`src/rtl/doorbell_chime_sequencer_if.sv`:
```
// Ring-request / chime-output bundle between the button debouncers, the sequencer and the sound mux.
// master = request source and output observer; slave = the sequencer.
interface doorbell_chime_sequencer_if;
  logic       front_req;
  logic       back_req;
  logic       sel;
  logic       en;
  logic       busy;
  logic       front_ack;
  logic       back_ack;
  logic [1:0] note_idx;

  modport master (
    output front_req, back_req,
    input  sel, en, busy, front_ack, back_ack, note_idx
  );

  modport slave (
    input  front_req, back_req,
    output sel, en, busy, front_ack, back_ack, note_idx
  );
endinterface

```
`src/rtl/doorbell_chime_sequencer.sv`:
```
// Two-door chime sequencer driving the 2:1 sound mux select and audio enable, round-robin on ties.
// Latency: req sampled at an idle edge starts the chime at that edge; no backpressure, requests are held as pending flags.
module doorbell_chime_sequencer #(
  parameter int TONE_LEN = 8,
  parameter int GAP_LEN  = 4,
  parameter int CNT_W    = 8
) (
  input  logic                         clk,
  input  logic                         rst_n,
  doorbell_chime_sequencer_if.slave    bus
);

  localparam logic [1:0] IDLE = 2'd0;
  localparam logic [1:0] NOTE = 2'd1;
  localparam logic [1:0] GAP  = 2'd2;

  localparam logic DOOR_FRONT = 1'b0;
  localparam logic DOOR_BACK  = 1'b1;

  localparam logic [CNT_W-1:0] TONE_LAST = CNT_W'(TONE_LEN - 1);
  localparam logic [CNT_W-1:0] GAP_LAST  = CNT_W'(GAP_LEN - 1);

  logic [1:0]       state;
  logic             door;
  logic             last_served;
  logic             pend_front;
  logic             pend_back;
  logic [CNT_W-1:0] cnt;

  logic       sel_q;
  logic       en_q;
  logic       busy_q;
  logic       front_ack_q;
  logic       back_ack_q;
  logic [1:0] note_idx_q;

  logic cand_front;
  logic cand_back;
  logic start;
  logic pick_back;
  logic last_note;
  logic tone_end;
  logic gap_end;
  logic front_playing;
  logic back_playing;

  always_comb begin
    cand_front    = pend_front | bus.front_req;
    cand_back     = pend_back  | bus.back_req;
    start         = (state == IDLE) && (cand_front || cand_back);
    // Back wins only if it is the sole candidate or front was served last.
    pick_back     = cand_back && (!cand_front || (last_served == DOOR_FRONT));
    last_note     = (door == DOOR_BACK) ? (note_idx_q == 2'd2) : (note_idx_q == 2'd1);
    tone_end      = (cnt == TONE_LAST);
    gap_end       = (cnt == GAP_LAST);
    front_playing = (state != IDLE) && (door == DOOR_FRONT);
    back_playing  = (state != IDLE) && (door == DOOR_BACK);
  end

  always_ff @(posedge clk) begin
    if (!rst_n) begin
      state       <= IDLE;
      door        <= DOOR_FRONT;
      last_served <= DOOR_BACK;
      pend_front  <= 1'b0;
      pend_back   <= 1'b0;
      cnt         <= '0;
      sel_q       <= 1'b0;
      en_q        <= 1'b0;
      busy_q      <= 1'b0;
      front_ack_q <= 1'b0;
      back_ack_q  <= 1'b0;
      note_idx_q  <= 2'd0;
    end else begin
      front_ack_q <= 1'b0;
      back_ack_q  <= 1'b0;

      // A door's own request is ignored while its chime runs; the other door's is latched.
      if (start && !pick_back)
        pend_front <= 1'b0;
      else if (bus.front_req && !front_playing)
        pend_front <= 1'b1;

      if (start && pick_back)
        pend_back <= 1'b0;
      else if (bus.back_req && !back_playing)
        pend_back <= 1'b1;

      case (state)
        IDLE: begin
          if (start) begin
            state       <= NOTE;
            door        <= pick_back;
            last_served <= pick_back;
            cnt         <= '0;
            note_idx_q  <= 2'd0;
            en_q        <= 1'b1;
            busy_q      <= 1'b1;
            sel_q       <= pick_back;
            front_ack_q <= !pick_back;
            back_ack_q  <= pick_back;
          end
        end

        NOTE: begin
          if (tone_end) begin
            cnt <= '0;
            if (last_note) begin
              state <= GAP;
              en_q  <= 1'b0;
            end else begin
              note_idx_q <= note_idx_q + 2'd1;
              // front = a,b tracks idx[0]; back = b,a,b tracks ~idx[0] of the next note.
              sel_q      <= (door == DOOR_BACK) ? note_idx_q[0] : ~note_idx_q[0];
            end
          end else begin
            cnt <= cnt + 1'b1;
          end
        end

        GAP: begin
          if (gap_end) begin
            state      <= IDLE;
            busy_q     <= 1'b0;
            note_idx_q <= 2'd0;
            sel_q      <= 1'b0;
            cnt        <= '0;
          end else begin
            cnt <= cnt + 1'b1;
          end
        end

        default: begin
          state <= IDLE;
        end
      endcase
    end
  end

  assign bus.sel       = sel_q;
  assign bus.en        = en_q;
  assign bus.busy      = busy_q;
  assign bus.front_ack = front_ack_q;
  assign bus.back_ack  = back_ack_q;
  assign bus.note_idx  = note_idx_q;

endmodule

```
`src/flat_wrapper.sv`:
```
// flat-port wrapper written by rule: the top's interface ports become plain ports
module doorbell_chime_sequencer_flat 
#(
  parameter int TONE_LEN = 8,
  parameter int GAP_LEN  = 4,
  parameter int CNT_W    = 8
)
  (clk, rst_n, bus_front_req, bus_back_req, bus_sel, bus_en, bus_busy, bus_front_ack, bus_back_ack, bus_note_idx);
  doorbell_chime_sequencer_if bus_i ();
  input  logic clk;
  input  logic rst_n;
  input wire logic [$bits(bus_i.front_req)-1:0] bus_front_req;
  input wire logic [$bits(bus_i.back_req)-1:0] bus_back_req;
  output wire logic [$bits(bus_i.sel)-1:0] bus_sel;
  output wire logic [$bits(bus_i.en)-1:0] bus_en;
  output wire logic [$bits(bus_i.busy)-1:0] bus_busy;
  output wire logic [$bits(bus_i.front_ack)-1:0] bus_front_ack;
  output wire logic [$bits(bus_i.back_ack)-1:0] bus_back_ack;
  output wire logic [$bits(bus_i.note_idx)-1:0] bus_note_idx;
  assign bus_i.front_req = bus_front_req;
  assign bus_i.back_req = bus_back_req;
  assign bus_sel = bus_i.sel;
  assign bus_en = bus_i.en;
  assign bus_busy = bus_i.busy;
  assign bus_front_ack = bus_i.front_ack;
  assign bus_back_ack = bus_i.back_ack;
  assign bus_note_idx = bus_i.note_idx;
  doorbell_chime_sequencer #(.TONE_LEN(TONE_LEN), .GAP_LEN(GAP_LEN), .CNT_W(CNT_W)) u_core (.clk(clk), .rst_n(rst_n), .bus(bus_i));
endmodule
```
`config.mk`:
```
export PLATFORM = sky130hd
export DESIGN_NAME = doorbell_chime_sequencer_flat
export DESIGN_NICKNAME = d
export VERILOG_FILES = /design/src/rtl/doorbell_chime_sequencer_if.sv /design/src/rtl/doorbell_chime_sequencer.sv /design/src/flat_wrapper.sv
export SDC_FILE = /design/constraint.sdc
export NUM_CORES = 1
export LEC_CHECK = 0
export BUFFER_PORTS_ARGS = -buffer_cell sky130_fd_sc_hd__buf_2
export CAP_MARGIN = 25
export CORE_ASPECT_RATIO = 0.5
export CORE_MARGIN = 1
export CORE_UTILIZATION = 30
export DETAILED_ROUTE_END_ITERATION = 6
export PLACE_DENSITY_LB_ADDON = 0.12
export SLEW_MARGIN = 5
export SYNTH_ARGS = -nofsm -noshare
export SYNTH_HDL_FRONTEND = slang
export SYNTH_SLANG_ARGS = --single-unit
```
`constraint.sdc`:
```
create_clock -name clk -period 2.3 [get_ports clk]
set_input_delay 0.46 -clock clk [delete_from_list [all_inputs] [get_ports clk]]
set_output_delay 0.46 -clock clk [all_outputs]
set_load 0.02 [all_outputs]
```
==> results of run 1 <==
-- repair_timing --
action,in CTS,in global routing
setup endpoints to repair,3,3
pin swaps,1,2
hold buffers,0,0
gates resized for setup,1,0
-- routing by layer --
layer | vias to the layer above | share of wire, %
met3 | 2 | 2.3
met5 | - | 0
met1 | 496 | 52
met4 | 0 | 0.38
met2 | 12 | 45
li1 | 563 | -
-- stage by stage --
step / area, um^2 / TNS, ns / std cells
after floorplan: 1140 / -0.0545 / 143
after global placement: 1350 / -0.00187 / 214
after detailed placement: 1350 / -0.0406 / 214
after CTS: 1400 / 0 / 218
after global routing: 1400 / -0.146 / 218
final: 1400 / 0 / 218
-- how the worst min path moves through the flow --
stage	slack, ns	cells after the start	endpoint	from
floorplan	0.42	1	u_core.last_served	u_core.last_served
global placement	0.45	1	u_core.last_served	u_core.last_served
detailed placement	0.45	1	u_core.last_served	u_core.last_served
CTS	0.47	1	u_core.last_served	u_core.last_served
global route	0.49	1	u_core.last_served	u_core.last_served
finish	0.46	1	u_core.last_served	u_core.last_served
-- cells in the mapped netlist, drive strengths merged, types with 2 or more instances --
cell type,count,area (um^2)
nor4b,2,17.5
nand2,16,60.1
mux2i,2,20.0
a21oi,10,50.1
nor3b,2,15.0
nor2b,2,12.5
or4b,2,23.8
o21ai,13,65.1
and3,4,26.3
nor4,2,12.5
nor2,14,52.6
ha,5,62.6
nand3,8,40.0
nand4,4,25.0
dfxtp,21,420
clkbuf,5,18.8
o21a,2,15.0
and2,2,15.0
a31oi,3,18.8
inv,5,18.8
nand2b,2,12.5
a21o,2,15.0
nor3,4,20.0
or2,2,12.5
-- kinds of logic (layout without fill, tap and decap cells) --
family	after synthesis	in the layout
simple gates	69	69
compound gates	35	35
flops	21	21
buf+inv	10	34
fa+ha+maj	5	5
mux	2	2
xor+xnor	1	1
-- power groups by stage --
stage / registers (uW) / clock network, uW / logic, uW
floorplan: 442 / 0 / 133
global placement: 427 / 0 / 221
detailed placement: 427 / 0 / 223
CTS: 419 / 259 / 224
global route: 424 / 272 / 250
finish: 418 / 251 / 224
-- registers in the layout, indices dropped and copies added (netlist names) --
name and cells:
u_core.last_served 1, u_core.state 2, u_core.pend_front 1, u_core.bus.front_ack 1, u_core.door 1, u_core.bus.note_idx 2, u_core.bus.sel 1, u_core.bus.back_ack 1
u_core.bus.en 1, u_core.bus.busy 1, u_core.pend_back 1, u_core.cnt 8
-- layout make-up --
type,instances,share of cell area [%]
inverter,5,1.34
clock inverter,1,0.357
tap,51,4.55
timing repair buffer,25,11.6
clock buffer,3,2.95
sequential,21,30.2
multi-input combinational,112,49.0
-- worst register-to-register path: stages, from the launching register on --
cell and delay, ns:
dfxtp_2 0.36, ha_4 0.13, or4b_4 0.45, or4b_4 0.50, a221o_1 0.37, or3_1 0.30
a31oi_1 0.12
==> implementation parameters, run 1 <==
Parameter                              Value

Timing
  Max-slew violation count    0
  Remaining max-slew budget at the tightest pin    66.8%
  Setup skew after layout    0.00749 ns
  Portion of the clock cycle consumed by the worst path in the final layout    99.5%
  Finish-stage setup viols    0
  Worst hold margin    0.461 ns
  Worst Setup Slack, final    0.0122 ns
  Peak clock frequency supported by timing    437 MHz
  Hold violation count in the final report    0
  Setup repair after global routing missed its margin    yes
  Worst Tran Pin Value    about 0.5 ns
  Crit path time final    between 2 and 2.5 ns

Logic synthesis
  Sequential element share of the synthesized area    37.3%
  Post-synthesis cell area    between 1000 and 1500 um^2
  Number of synthesized register bits    21
  Multiplexer share of the synthesized area    1.77%
  Post-Synthesis Mean Instance Area    7.89 um^2
  Most frequently used flop master after synthesis    dfxtp_1
  Post-synthesis xor/xnor area fraction    less than 1%
  Number of synthesized flops with an enable pin    0
  Post-synth cell types    35
  Share of synthesized cell area in full adder, half adder and majority cells    5.54%
  Main combinational cell family by area after synthesis    simple AND/OR/NAND/NOR gates
  Async set-reset flop share out of synthesis    0%
  Simple-gate portion of the synthesized area    32.7%
  Complex-gate fraction of the synthesized area    18.6%
  Count of yosys warnings during synthesis    0
  Net count after synthesis    ~150
  Post-Syn Instances    143

Power
  Switching power of the nets    287 uW
  Standby leakage power    ~0.0006 uW
  Combinational share of power    25.0%
  Switching share of power    32.2%
  Sequential cell fraction of total power    46.9%
  Worst vdd ir    0.000187 V
  Share of total power in the clock network    28.1%
  Total design power    893 uW
  Internal power of the cells    just over 600 uW
  Power density over the cells    637 nW/um^2

Drt
  Length of the first detailed-routing pass in iterations    4
  Aggregate routed wire length    2.87 mm
  WL per Instance    13.1 um
  Via-to-Cell Ratio    between 4 and 5
  Drc violations    0
  Iteration-0 DRC Markers    32
  Number of antenna-violating nets in the routed design    0
  Total number of vias    1073

Clock network
  Cts bufs inserted    3
  Number of buffers inserted by post-CTS setup repair    0
  Number of H-tree levels    1
  Bufs on Longest Clock Path    2
  Worst-Skew Late Latency    0.27 ns
  CTS tree    yes
  Reg clk slew, reported paths    0.08 ns
  Root buffer cell    clkbuf_8
  Clock sink count    21

Setup path
  Critical path arrival    2.49 ns
  Critical Path, Cell by Cell    ha_4 > or4b_4 > or4b_4 > a221o_1 > or3_1 > a31oi_1
  Classification of the worst setup path    flip-flop to flip-flop
  Sort of element at the start of the critical path    flip-flop
  Number of buffer and inverter instances along the worst setup path    0
  Endpoint of the worst-slack reg-to-reg timing path    u_core.bus.note_idx[1]
  Critical Path Max Stage Delay    0.50 ns
  Startpoint of the most critical register-to-register path    u_core.cnt[1]
  Family with the most delay on the worst path    simple AND/OR/NAND/NOR gates
  Beginning of the critical path    u_core.cnt[1]
  Most used cell along the critical path    or4b_4
  Critical path peak fanout    2
  Data required time of the critical path    2.50 ns
  Type of element capturing the critical path    flip-flop
  Critical path's slowest cell    or4b_4
  R2R setup slack    0.01 ns
  Critical path depth in cells    6
  Reg2Reg Depth    6
  Capture point of the critical path    u_core.bus.note_idx[1]

Final layout
  Most common cell after layout, fill and taps aside    dfxtp_1
  Leading cell types in the layout, fill and taps excluded    dfxtp_1, nand2_1, buf_4
  Count of antenna diodes in the layout    0
  Final cell utilization of the core    39.9%
  Area growth syn-to-layout    24.2%
  Proportion of layout cells with a drive suffix above 1    24.0%
  Footprint of the multi-input gates    687 um^2
  Sequential standard cell area    423 um^2
  Final-layout fill cell count    383
  # nets final    177

Floorplanning
  Core footprint    3510 um^2
  Die width    approximately 90 um
  DIE HEIGHT    45.4 um
  Starting density of the core    between 30% and 40%
  Floorplan die area    between 4000 and 5000 um^2
  Row cnt    15
  Total I/O pin count    11

Run status
  Result of the run    completed

GRT
  Most crowded layer after global routing    met2
  Met1 GRT Util    21.8%
  Overall track demand over capacity in global routing    16.3%
  Pin count of the biggest net entering global routing    15
  Met3 Resource Use GR    3.80%
  Wire length of the first global-routing pass    4.79 mm
  Global routing met2 resource utilization    roughly 28%
  Number of antenna violations at the first check in global routing    0
  Total gr overflow    0
  Via count of the first global-routing pass    990

Placed design
  HPWL after detailed placement    between 2 and 2.5 mm
  Count of input and output buffers    10
  Dpl ws    -0.0239 ns
  GP Congestion    0.758

Job
  Number of max-capacitance violations reported    0

Min path
  Path category of the worst min-delay check    flip-flop to flip-flop
No activity file was read; power rests on OpenSTA's default activity.
==> run 2, diff against run 1 <==
- CELL_PAD_IN_SITES_DETAIL_PLACEMENT: not set -> 0
- CELL_PAD_IN_SITES_GLOBAL_PLACEMENT: not set -> 2
==> run 2 against run 1 <==
Largest power group unchanged. Power is 0.30% lower. Sequential power barely moved. Setup slack got worse by 0.013 ns. Global-route usage hardly changed. Design area down 1.1%. The flow now finishes with violations (negative setup slack). Critical endpoint unchanged. First-iteration DRC count up 130%. Hold slack gained 0.0053 ns. Clock skew shrank 0.0040 ns. Die area stayed put. Wire length decreased by 0.59%. Cell count shrank 0.92%. Combinational power is essentially flat.
==> implementation parameters, run 2 (synthesized netlist as in run 1, its figures left out) <==
Parameter                              Value

Timing
  Crit path time final    2.30 ns
  Setup repair after global routing missed its margin    yes
  Peak clock frequency supported by timing    435 MHz
  Worst Tran Pin Value    ~0.46 ns
  Remaining max-slew budget at the tightest pin    69.2%
  Worst Setup Slack, final    -0.00107 ns
  Hold violation count in the final report    0
  Setup skew after layout    0.00350 ns
  Max-slew violation count    0
  Finish-stage setup viols    1
  Total negative setup slack    -0.00107 ns
  Portion of the clock cycle consumed by the worst path in the final layout    100%
  Worst hold margin    around 0.47 ns

Setup path
  Critical path peak fanout    2
  Classification of the worst setup path    flip-flop to flip-flop
  Type of element capturing the critical path    flip-flop
  Number of buffer and inverter instances along the worst setup path    0
  Critical path's slowest cell    or4b_4
  Critical Path, Cell by Cell    ha_4 > or4b_4 > or4b_4 > a221o_1 > or3_1 > a31oi_1
  Critical Path Max Stage Delay    0.53 ns
  Most used cell along the critical path    or4b_4
  Sort of element at the start of the critical path    flip-flop
  Data required time of the critical path    2.49 ns
  Critical path arrival    2.49 ns
  Family with the most delay on the worst path    simple AND/OR/NAND/NOR gates

Floorplanning
  Starting density of the core    32.2%
  Floorplan die area    ~4000 um^2
  Total I/O pin count    11
  DIE HEIGHT    45.4 um
  Row cnt    15
  Core footprint    3510 um^2
  Die width    just under 90 um

Run status
  Violations in the final reports    negative setup slack
  Result of the run    complete, but fails checks

Final layout
  Count of antenna diodes in the layout    0
  Proportion of layout cells with a drive suffix above 1    23.0%
  Final Cell Area    roughly 1400 um^2
  Leading cell types in the layout, fill and taps excluded    dfxtp_1, nand2_1, nor2_1
  Register with the highest flop count    u_core.cnt
  Flip-flop count of the largest register after layout    8
  Sequential standard cell area    ~420 um^2
  # nets final    175
  Final-layout fill cell count    approximately 370
  Area growth syn-to-layout    22.8%
  Most common cell after layout, fill and taps aside    dfxtp_1
  Footprint of the multi-input gates    ~690 um^2

Clock network
  Root buffer cell    clkbuf_8
  Clock sink count    21
  Quantity of hold-fixing buffers added after cts    0
  Number of H-tree levels    1
  Number of buffers inserted by post-CTS setup repair    0
  Worst-Skew Late Latency    0.26 ns
  CTS tree    yes
  Reg clk slew, reported paths    0.08 ns
  Cts bufs inserted    3
  Bufs on Longest Clock Path    2

Drt
  WL per Instance    between 10 and 15 um
  Aggregate routed wire length    2.85 mm
  Number of antenna-violating nets in the routed design    0
  Length of the first detailed-routing pass in iterations    4
  Iteration-0 DRC Markers    75
  Total number of vias    1083
  Via-to-Cell Ratio    between 5 and 6
  Drc violations    0

Placed design
  DP Area    1340 um^2
  Count of input and output buffers    10
  HPWL after detailed placement    2.14 mm
  Dpl ws    -0.0236 ns
  GP Congestion    roughly 0.73

GRT
  Wire length of the first global-routing pass    4.73 mm
  Number of antenna violations at the first check in global routing    0
  Via count of the first global-routing pass    934
  Overall track demand over capacity in global routing    between 15 and 20%
  Total gr overflow    0
  Pin count of the biggest net entering global routing    15

Power
  Standby leakage power    0.000603 uW
  Total design power    890 uW
  Worst vdd ir    0.000217 V
  Power density over the cells    roughly 640 nW/um^2

Job
  Number of max-capacitance violations reported    0

Min path
  Path category of the worst min-delay check    primary input to flip-flop
==> run 2: changes by cell type in the layout (fill, tap and decap cells not counted) <==
cell and delta:
buf_4 -2
==> run 2: path summary, 6_finish.rpt <==
check	startpoint	to	slack [ns]	cells after the start
min reg2reg	u_core.last_served	u_core.last_served	0.47	1
min	bus_back_req	u_core.pend_back	0.47	3
max	u_core.cnt[1]	u_core.bus.note_idx[1]	-0.001	6
max reg2reg	u_core.cnt[1]	u_core.bus.note_idx[1]	-0.001	6
==> run 2: power breakdown <==
group          total (uW)  leakage [uW]  switching (uW)  internal, uW
Sequential            418      0.000173            23.4           394
Combinational         221      0.000405             130          90.1
Clock                 252     0.0000255             131           121
==> run 2: worst reg2reg max path, cell delays in order (launching register included) <==
cell	delay (ns)
dfxtp_2	0.36
ha_4	0.13
or4b_4	0.45
or4b_4	0.53
a221o_1	0.33
or3_1	0.30
a31oi_1	0.13
==> run 2: metrics by stage <==
step / std cells / util (%)
6_report: 216 / 39.5
5_1_grt: 216 / 39.5
4_1_cts: 216 / 39.5
3_5_place_dp: 212 / 38.1
3_3_place_gp: 212 / 38.1
2_1_floorplan: 143 / -
==> run 2: final cells by class <==
type,count,share of cell area [%]
inverter,5,1.35
tap,51,4.60
clock buffer,3,2.98
clock inverter,1,0.361
sequential,21,30.5
multi-input combinational,112,49.5
timing repair buffer,23,10.6
==> run 2: timing repair <==
action / in CTS / in global routing
resized for setup: 1 / 0
endpoints found under the setup margin: 1 / 3
pin swaps: 1 / 1
==> run 2: routing by layer <==
metal	part of all wire (%)	vias to the layer above	GRT usage [%]
met2	42	22	24.0
met3	5.4	2	5.43
met1	52	498	23.9
met5	0	-	0
li1	-	561	-
met4	0.53	0	1.94
==> run 3, diff against run 2 <==
- BUFFER_PORTS_ARGS: -buffer_cell sky130_fd_sc_hd__buf_2 -> not set
- DONT_BUFFER_PORTS: not set -> 1
- clock period: 2.3 -> 2.69 ns (I/O delays scaled with it)
==> run 3 against run 2 <==
The run now ends clean. Via count shrank 6.8%. Global-route usage shrank 0.56 points. Cell count shrank 9.3%. Sequential power shrank 10%. Wire length shrank 1.8%. Clock-buffer cell count is the same. Combinational power shrank 34%. Clock power shrank 15%. First-iteration DRC count shrank 37%. Register-to-register slack gained 0.12 ns. Clock skew shrank 0.0016 ns. Power shrank 18%. Critical endpoint unchanged. Highest routed layer unchanged.
==> implementation parameters, run 3 (synthesized netlist as in run 1, its figures left out) <==
Parameter                              Value

Drt
  Total number of vias    1009
  Number of antenna-violating nets in the routed design    0
  Iteration-0 DRC Markers    47
  Drc violations    0
  WL per Instance    approximately 14 um
  Via-to-Cell Ratio    5.15
  Aggregate routed wire length    roughly 2.8 mm
  Length of the first detailed-routing pass in iterations    4

Placed design
  Dpl ws    0.128 ns
  HPWL after detailed placement    2.04 mm
  Count of input and output buffers    0
  GP Congestion    0.764

Final layout
  Area growth syn-to-layout    10.1%
  Proportion of layout cells with a drive suffix above 1    9.66%
  Register with the highest flop count    u_core.cnt
  Footprint of the multi-input gates    roughly 670 um^2
  Sequential standard cell area    420 um^2
  Most common cell after layout, fill and taps aside    dfxtp_1
  Final-layout fill cell count    393
  # nets final    155
  Leading cell types in the layout, fill and taps excluded    dfxtp_1, nand2_1, nor2_1
  Flip-flop count of the largest register after layout    8
  Count of antenna diodes in the layout    0

Min path
  Path category of the worst min-delay check    primary input to flip-flop

Clock network
  Worst-Skew Late Latency    0.26 ns
  Clock sink count    21
  Cts bufs inserted    3
  Bufs on Longest Clock Path    2
  Quantity of hold-fixing buffers added after cts    0
  Root buffer cell    clkbuf_8
  CTS tree    yes
  Post-CTS resize count    0
  Reg clk slew, reported paths    approximately 0.080 ns
  Number of buffers inserted by post-CTS setup repair    0
  Number of H-tree levels    1

Floorplanning
  Floorplan die area    4030 um^2
  Total I/O pin count    11
  DIE HEIGHT    45.4 um
  Die width    88.7 um
  Core footprint    between 3000 and 4000 um^2
  Row cnt    15
  Starting density of the core    32.2%

Run status
  Result of the run    completed

Setup path
  Critical Path Max Stage Delay    0.49 ns
  Data required time of the critical path    2.88 ns
  Critical path peak fanout    4
  Critical Path, Cell by Cell    ha_1 > or4b_4 > or4b_1 > a221o_1 > or3_1 > a31oi_1
  Sort of element at the start of the critical path    flip-flop
  Type of element capturing the critical path    flip-flop
  Critical path arrival    2.76 ns
  Critical path's slowest cell    or4b_4
  Classification of the worst setup path    flip-flop to flip-flop

GRT
  Overall track demand over capacity in global routing    15.8%
  Pin count of the biggest net entering global routing    15
  Via count of the first global-routing pass    882
  Wire length of the first global-routing pass    4.58 mm
  Number of antenna violations at the first check in global routing    0
  Total gr overflow    0

Timing
  Total negative setup slack    0 ns
  Setup repair after global routing missed its margin    no
  Finish-stage setup viols    0
  Portion of the clock cycle consumed by the worst path in the final layout    95.5%
  Hold violation count in the final report    0
  Peak clock frequency supported by timing    389 MHz
  Worst Setup Slack, final    ~0.12 ns
  Crit path time final    2.57 ns
  Worst Tran Pin Value    0.508 ns
  Setup skew after layout    0.00194 ns
  Max-slew violation count    0
  Worst hold margin    0.399 ns
  Remaining max-slew budget at the tightest pin    66.1%

Power
  Worst vdd ir    0.000133 V
  Power density over the cells    between 500 and 600 nW/um^2
  Standby leakage power    0.000505 uW

Job
  Number of max-capacitance violations reported    0
## run 3: layout make-up
class | count | area share [%]
multi-input cells | 112 | 54.0
inverters | 5 | 1.51
flip-flops and latches | 21 | 33.8
clock inverters | 1 | 0.403
well taps | 51 | 5.14
repair buffers | 3 | 1.81
clock buffers | 3 | 3.32
## run 3: layer usage
metal | vias up | routed length [um] | track usage, %
met4 | 0 | 11 | 2.90
met1 | 476 | 1510 | 22.3
li1 | 518 | - | -
met5 | - | 0 | 0
met2 | 13 | 1150 | 23.2
met3 | 2 | 118 | 5.80
## run 3: final timing paths
path	from	to	slack [ns]	cells after the start
worst min register to register	u_core.last_served	u_core.last_served	0.47	1
worst max register to register	u_core.cnt[0]	u_core.bus.note_idx[1]	0.12	6
worst min-delay path	rst_n	u_core.state[0]	0.40	1
worst max-delay path	u_core.cnt[0]	u_core.bus.note_idx[1]	0.12	6
## run 3: report_power, final
group	switching, uW	internal [uW]
logic	87.1	58.2
clock network	110	103
registers	38.7	337
total	235	499
## run 3: worst max-delay path: cells and delay by family, from the launching register on
kind	cells	cell delay [ns]
simple gates	3	1.34
flops	1	0.38
compound gates	2	0.57
fa+ha+maj	1	0.21
## run 3: through the flow
stage,area (um^2),util (%),power (uW),std cells
floorplan,1130,-,491,143
global placement,1200,34.1,533,192
detailed placement,1200,34.1,530,192
CTS,1240,35.4,750,196
global route,1240,35.4,784,196
finish,1240,35.4,734,196
